[src/rtl/pipe_stall_ctrl.sv]
// Central pipeline stall/flush controller for the 5-stage MIPS core.
// Merges the ID load-use stall, sequences the multi-cycle EX divider and
// turns MEM exception redirects into an IF/ID/EX flush plus new PC.
// Optional build macro: STALL_PERF_EN adds load/divide stall perf counters;
// without it both counter ports read zero and no counter flops exist.
module pipe_stall_ctrl #(
  parameter int unsigned DIV_TIMEOUT = 40,
  parameter int unsigned CNT_W       = 6
) (
  input  logic        clk,
  input  logic        rst,
  input  logic        id_load_stall,
  input  logic        ex_div_req,
  input  logic        div_ready,
  input  logic        excp_req,
  input  logic [31:0] excp_pc,
  output logic [5:0]  stall,
  output logic        flush,
  output logic [31:0] new_pc,
  output logic        div_start,
  output logic        div_annul,
  output logic        div_timeout,
  output logic [31:0] load_stall_cnt,
  output logic [31:0] div_stall_cnt
);

  typedef enum logic [1:0] {
    StIdle,
    StDivStart,
    StDivBusy,
    StDivDone
  } state_e;

  localparam logic [5:0]       StallLoad = 6'b000111;
  localparam logic [5:0]       StallDiv  = 6'b001111;
  localparam logic [CNT_W-1:0] CntLast   = CNT_W'(DIV_TIMEOUT - 1);

  state_e           state_q, state_d;
  logic [CNT_W-1:0] cnt_q, cnt_d;
  logic             timeout_q, timeout_d;

  logic [5:0]  stall_c;
  logic        flush_c;
  logic [31:0] new_pc_c;
  logic        start_c;
  logic        annul_c;
  logic        timeout_fire;

  // Next-state and output decode; an exception overrides everything.
  always_comb begin
    state_d      = state_q;
    cnt_d        = cnt_q;
    timeout_d    = timeout_q;
    stall_c      = 6'b000000;
    flush_c      = 1'b0;
    new_pc_c     = 32'b0;
    start_c      = 1'b0;
    annul_c      = 1'b0;
    timeout_fire = 1'b0;

    if (excp_req) begin
      flush_c  = 1'b1;
      new_pc_c = excp_pc;
      annul_c  = (state_q == StDivStart) || (state_q == StDivBusy);
      state_d  = StIdle;
      cnt_d    = '0;
    end else begin
      if ((state_q == StDivStart) || (state_q == StDivBusy) ||
          ((state_q == StIdle) && ex_div_req)) begin
        stall_c = StallDiv;
      end else if (id_load_stall) begin
        stall_c = StallLoad;
      end

      unique case (state_q)
        StIdle: begin
          if (ex_div_req) state_d = StDivStart;
        end
        StDivStart: begin
          start_c = 1'b1;
          cnt_d   = '0;
          state_d = StDivBusy;
        end
        StDivBusy: begin
          if (div_ready) begin
            state_d = StDivDone;
            cnt_d   = '0;
          end else if (cnt_q == CntLast) begin
            annul_c      = 1'b1;
            timeout_fire = 1'b1;
            timeout_d    = 1'b1;
            state_d      = StIdle;
            cnt_d        = '0;
          end else begin
            cnt_d = cnt_q + CNT_W'(1);
          end
        end
        // EX advances this cycle; a still-high ex_div_req is the old divide.
        StDivDone: begin
          state_d = StIdle;
        end
        default: state_d = StIdle;
      endcase
    end
  end

  // Controller state, busy counter and sticky timeout flag.
  always_ff @(posedge clk) begin
    if (!rst) begin
      state_q   <= StIdle;
      cnt_q     <= '0;
      timeout_q <= 1'b0;
    end else begin
      state_q   <= state_d;
      cnt_q     <= cnt_d;
      timeout_q <= timeout_d;
    end
  end

  // Outputs are forced low while reset is held, combinational ones included.
  assign stall       = rst ? stall_c  : 6'b000000;
  assign flush       = rst ? flush_c  : 1'b0;
  assign new_pc      = rst ? new_pc_c : 32'b0;
  assign div_start   = rst ? start_c  : 1'b0;
  assign div_annul   = rst ? annul_c  : 1'b0;
  // Timeout shows in the same cycle as the abort, then stays set.
  assign div_timeout = rst ? (timeout_q | timeout_fire) : 1'b0;

`ifdef STALL_PERF_EN
  logic [31:0] load_cnt_q;
  logic [31:0] div_cnt_q;

  // Perf counters, frozen during a flush cycle.
  always_ff @(posedge clk) begin
    if (!rst) begin
      load_cnt_q <= 32'b0;
      div_cnt_q  <= 32'b0;
    end else if (!flush_c) begin
      if (stall_c == StallLoad) load_cnt_q <= load_cnt_q + 32'd1;
      if (stall_c == StallDiv)  div_cnt_q  <= div_cnt_q + 32'd1;
    end
  end

  assign load_stall_cnt = rst ? load_cnt_q : 32'b0;
  assign div_stall_cnt  = rst ? div_cnt_q  : 32'b0;
`else
  assign load_stall_cnt = 32'b0;
  assign div_stall_cnt  = 32'b0;
`endif

endmodule

[config.mk]
export PLATFORM = sky130hd
export DESIGN_NAME = pipe_stall_ctrl
export DESIGN_NICKNAME = d
export VERILOG_FILES = /design/src/rtl/pipe_stall_ctrl.sv
export SDC_FILE = /design/constraint.sdc
export NUM_CORES = 1
export LEC_CHECK = 0
export CORE_MARGIN = 5
export CORE_UTILIZATION = 31
export DETAILED_ROUTE_END_ITERATION = 16
export PLACE_DENSITY = 0.89
export SLEW_MARGIN = 20
export SYNTH_ARGS = -nofsm -noshare
export SYNTH_HDL_FRONTEND = slang
export SYNTH_SLANG_ARGS = --single-unit
[constraint.sdc]
create_clock -name clk -period 3.3 [get_ports clk]
set_input_delay 0.66 -clock clk [delete_from_list [all_inputs] [get_ports clk]]
set_output_delay 0.66 -clock clk [all_outputs]
set_load 0.02 [all_outputs]
==> results.tsv <==
stage	metric	value	unit
worst_setup_path	crit_slowest_cell	sky130_fd_sc_hd__clkdlybuf4s50_1	
worst_setup_path	regToRegStartpoint	state_q[0]	
pwr	pwr_density_cell	243	nW/µm²
clock_network	cts_hold_buf	0	
die	core.rowCount	24	
die	die_h	75.8	µm
global_route	grt.total_usage	0.111	
cells_and_area	finalInstanceArea	1930	µm²
sta	finalCriticalPeriod	3.00	ns
sta	setup_viol	0	
yosys	synthesis.yosys.warnings	0	
min_path	hold_path_end	timeout_q	
die	fp.dieArea	5750	µm²
sta	fmaxAchievable	333	MHz
global_route	antenna_found_initial	0	
global_route	pin_count_of_the_biggest_net_entering_global_routing	21	
min_path	timing.hold.worst.start	timeout_q	
clock_network	clk_root_buffer_cell	sky130_fd_sc_hd__clkbuf_8	
drt	remaining_drc_errors	0	
placement	postPlaceCellArea	1880	µm²
sta	postLayoutSetupSlackWorst	0.301	ns
drt	final_antenna_net_count	0	
worst_setup_path	cp_common_cell	sky130_fd_sc_hd__clkdlybuf4s50_1	
yosys	synth.top_cells.by_count	68 x sky130_fd_sc_hd__buf_4, 29 x sky130_fd_sc_hd__and3_1, 11 x sky130_fd_sc_hd__nor2_1, 9 x sky130_fd_sc_hd__dfxtp_1	
die	design.core.area	4260	µm²
worst_setup_path	critical_path.startpoint_type	input port	
placement	place_ws	0.293	ns
global_route	grt_pass1_vias	1170	
sta	finalSetupTns	0	ns
yosys	synth_area_leader	sky130_fd_sc_hd__buf_4	
sta	rsz0062_at_grt	false	
clock_network	tritoncts	yes	
yosys	synth_top_area_share	0.380	
drt	drt_first_pass_iters	4	
yosys	synth_enable_flop_cells	0	
die	fp.dieW	75.8	µm
yosys	synth.ff_latch_count	9	
cells_and_area	drive_above_1_share	0.0632	
drt	num_vias	1250	
worst_setup_path	cp.arrival	2.34	ns
worst_setup_path	timing.rr.end	state_q[0]	
die	io_pins	144	
global_route	grt_pass1_wl	4970	µm
worst_setup_path	critical_path.max_stage_delay	0.63	ns
cells_and_area	fin_util	0.452	
drt	post_drt_via_cell_ratio	4.10	
worst_setup_path	path_max_fanout	19	
worst_setup_path	crit_required	2.64	ns
sta	fin_crit_sh	0.909	
worst_setup_path	r2r_cells	6	
yosys	yosys_most_used_dff	sky130_fd_sc_hd__dfxtp_1	
placement	hpwl	2970	µm
clock_network	cts_setup_buffers	0	
clock_network	h-tree-depth	1	
clock_network	cts.repair.resized	0	
sta	timing.clock.skew	0.00218	ns
clock_network	clock_pin_slew_on_the_worst_setup_and_hold_paths	0.05	ns
worst_setup_path	worst-r2r-setup-slack	1.56	ns
sta	finalHoldViolCount	0	
clock_network	numClockSinks	9	
drt	initialDrtViolationCount	15	
yosys	synth.distinct_cells	34	
cells_and_area	areaGrowthSynthToFinish	43.7	%
drt	drt-total-wl	3460	µm
placement	port_buffers	77	
clock_network	clock_path_buffers	2	
yosys	syn_avg_cell_area	7.42	µm²
cells_and_area	final_net_count	297	
pwr	cellLeakagePower	0.942	nW
worst_setup_path	crit_chain	clkdlybuf4s50_1, buf_4, and3_1, clkdlybuf4s50_1	
yosys	syn-cell-area	1340	µm²
sta	final_max_tran_viols	0	
run	maxCapViolCount	0	
yosys	synth_cells	181	
yosys	synth-async-reset-ratio	0	
placement	gp_routability_congestion	0.772	
cells_and_area	num_antenna_cells	0	
die	starting_density_of_the_core	0.315	
clock_network	cts_buffers	3	
drt	detail_route.wl_per_cell	11.4	µm
worst_setup_path	worst_setup_path_class	in -> out	
worst_setup_path	critical_path.endpoint_type	primary output	
status	outcome	completed	
sta	hold_ws	0.468	ns
pwr	vdd_drop_max	0.0885	mV
global_route	globalRouteOverflowTotal	0	
min_path	worst_hold_path_stage_count	1	
min_path	hold_path_class	reg -> reg	
yosys	synth_most_common_cell	sky130_fd_sc_hd__buf_4	
yosys	synth.yosys.seq_area_share	0.134	
clock_network	insertion_delay	0.24	ns
yosys	ys_top_cells_by_area	sky130_fd_sc_hd__buf_4 38%, sky130_fd_sc_hd__and3_1 14%, sky130_fd_sc_hd__dfxtp_1 13%	
cell usage in the layout (no fill, tap or decap), drive strengths merged, types with 2 or more instances in the layout:
| master | count |
|---|---|
| clkdlybuf4s50 | 75 |
| conb | 66 |
| and3 | 32 |
| nor2 | 11 |
| dfxtp | 9 |
| a21oi | 8 |
| buf | 6 |
| ha | 5 |
| inv | 4 |
| clkbuf | 4 |
| nand4 | 3 |
| nor3 | 3 |
| o21a | 3 |
| nand2b | 3 |
| and2 | 3 |
| nor2b | 2 |
| nand2 | 2 |
where the power goes:
group	total, W	internal (W)	switching, W	leakage, nW
combinational	0.000224	0.0000913	0.000133	0.846
clock	0.000133	0.0000846	0.0000484	0.0228
sequential	0.000111	0.000110	0.000000660	0.0726
cell families (layout without fill, tap and decap cells):
logic type                 count (synthesis)  after routing  share of synthesized area
DFF                                        9              9                      0.134
AOI/OAI and AO/OA                         18             18                     0.0885
and+or+nand+nor                           64             64                      0.284
other                                      1             66                    0.00279
xor gates and xnor gates                   2              2                     0.0130
adders and majority gates                  5              5                     0.0466
buffers and inverters                     82             89                      0.431
per-stage QoR:
| step | power (W) | instances |
|---|---|---|
| finish | 0.000468 | 305 |
| global route | 0.000495 | 305 |
| CTS | 0.000469 | 305 |
| floorplan | 0.000309 | 246 |
| global placement | 0.000334 | 301 |
| detailed placement | 0.000335 | 301 |
state kept, by name, summed over array words and instances (netlist names):
register and flops:
cnt_q 6, state_q 2, timeout_q 1
worst max-delay path, delay by kind of cell:
| family | cells | cell delay, ns |
|---|---|---|
| simple gates | 1 | 0.18 |
| buf+inv | 3 | 1.49 |
worst max-delay path by stage:
stage	cells past startpoint	end	slack, ns	start
after global routing	4	stall[1]	0.18	excp_req
final	4	new_pc[24]	0.30	rst
after floorplan	5	stall[1]	0.96	excp_req
after CTS	4	new_pc[24]	0.29	rst
after detailed placement	4	new_pc[29]	0.29	rst
after global placement	4	new_pc[13]	0.31	excp_req
metal layers:
metal	vias up	GRT usage	wire length (µm)
met5	-	0	0
met4	0	0.0252	27
met2	80	0.209	1810
li1	614	-	-
met3	3	0.0554	479
met1	553	0.107	1140
cell type report:
class                      count  area (µm²)
clock buffer                   4        45.0
fill                         403        2330
inverter                       4        15.0
multi-input combinational    155         828
sequential                     9         180
tap                           52        65.1
timing repair buffer          81         796
Note: power is estimated with default switching activity, not from simulation.
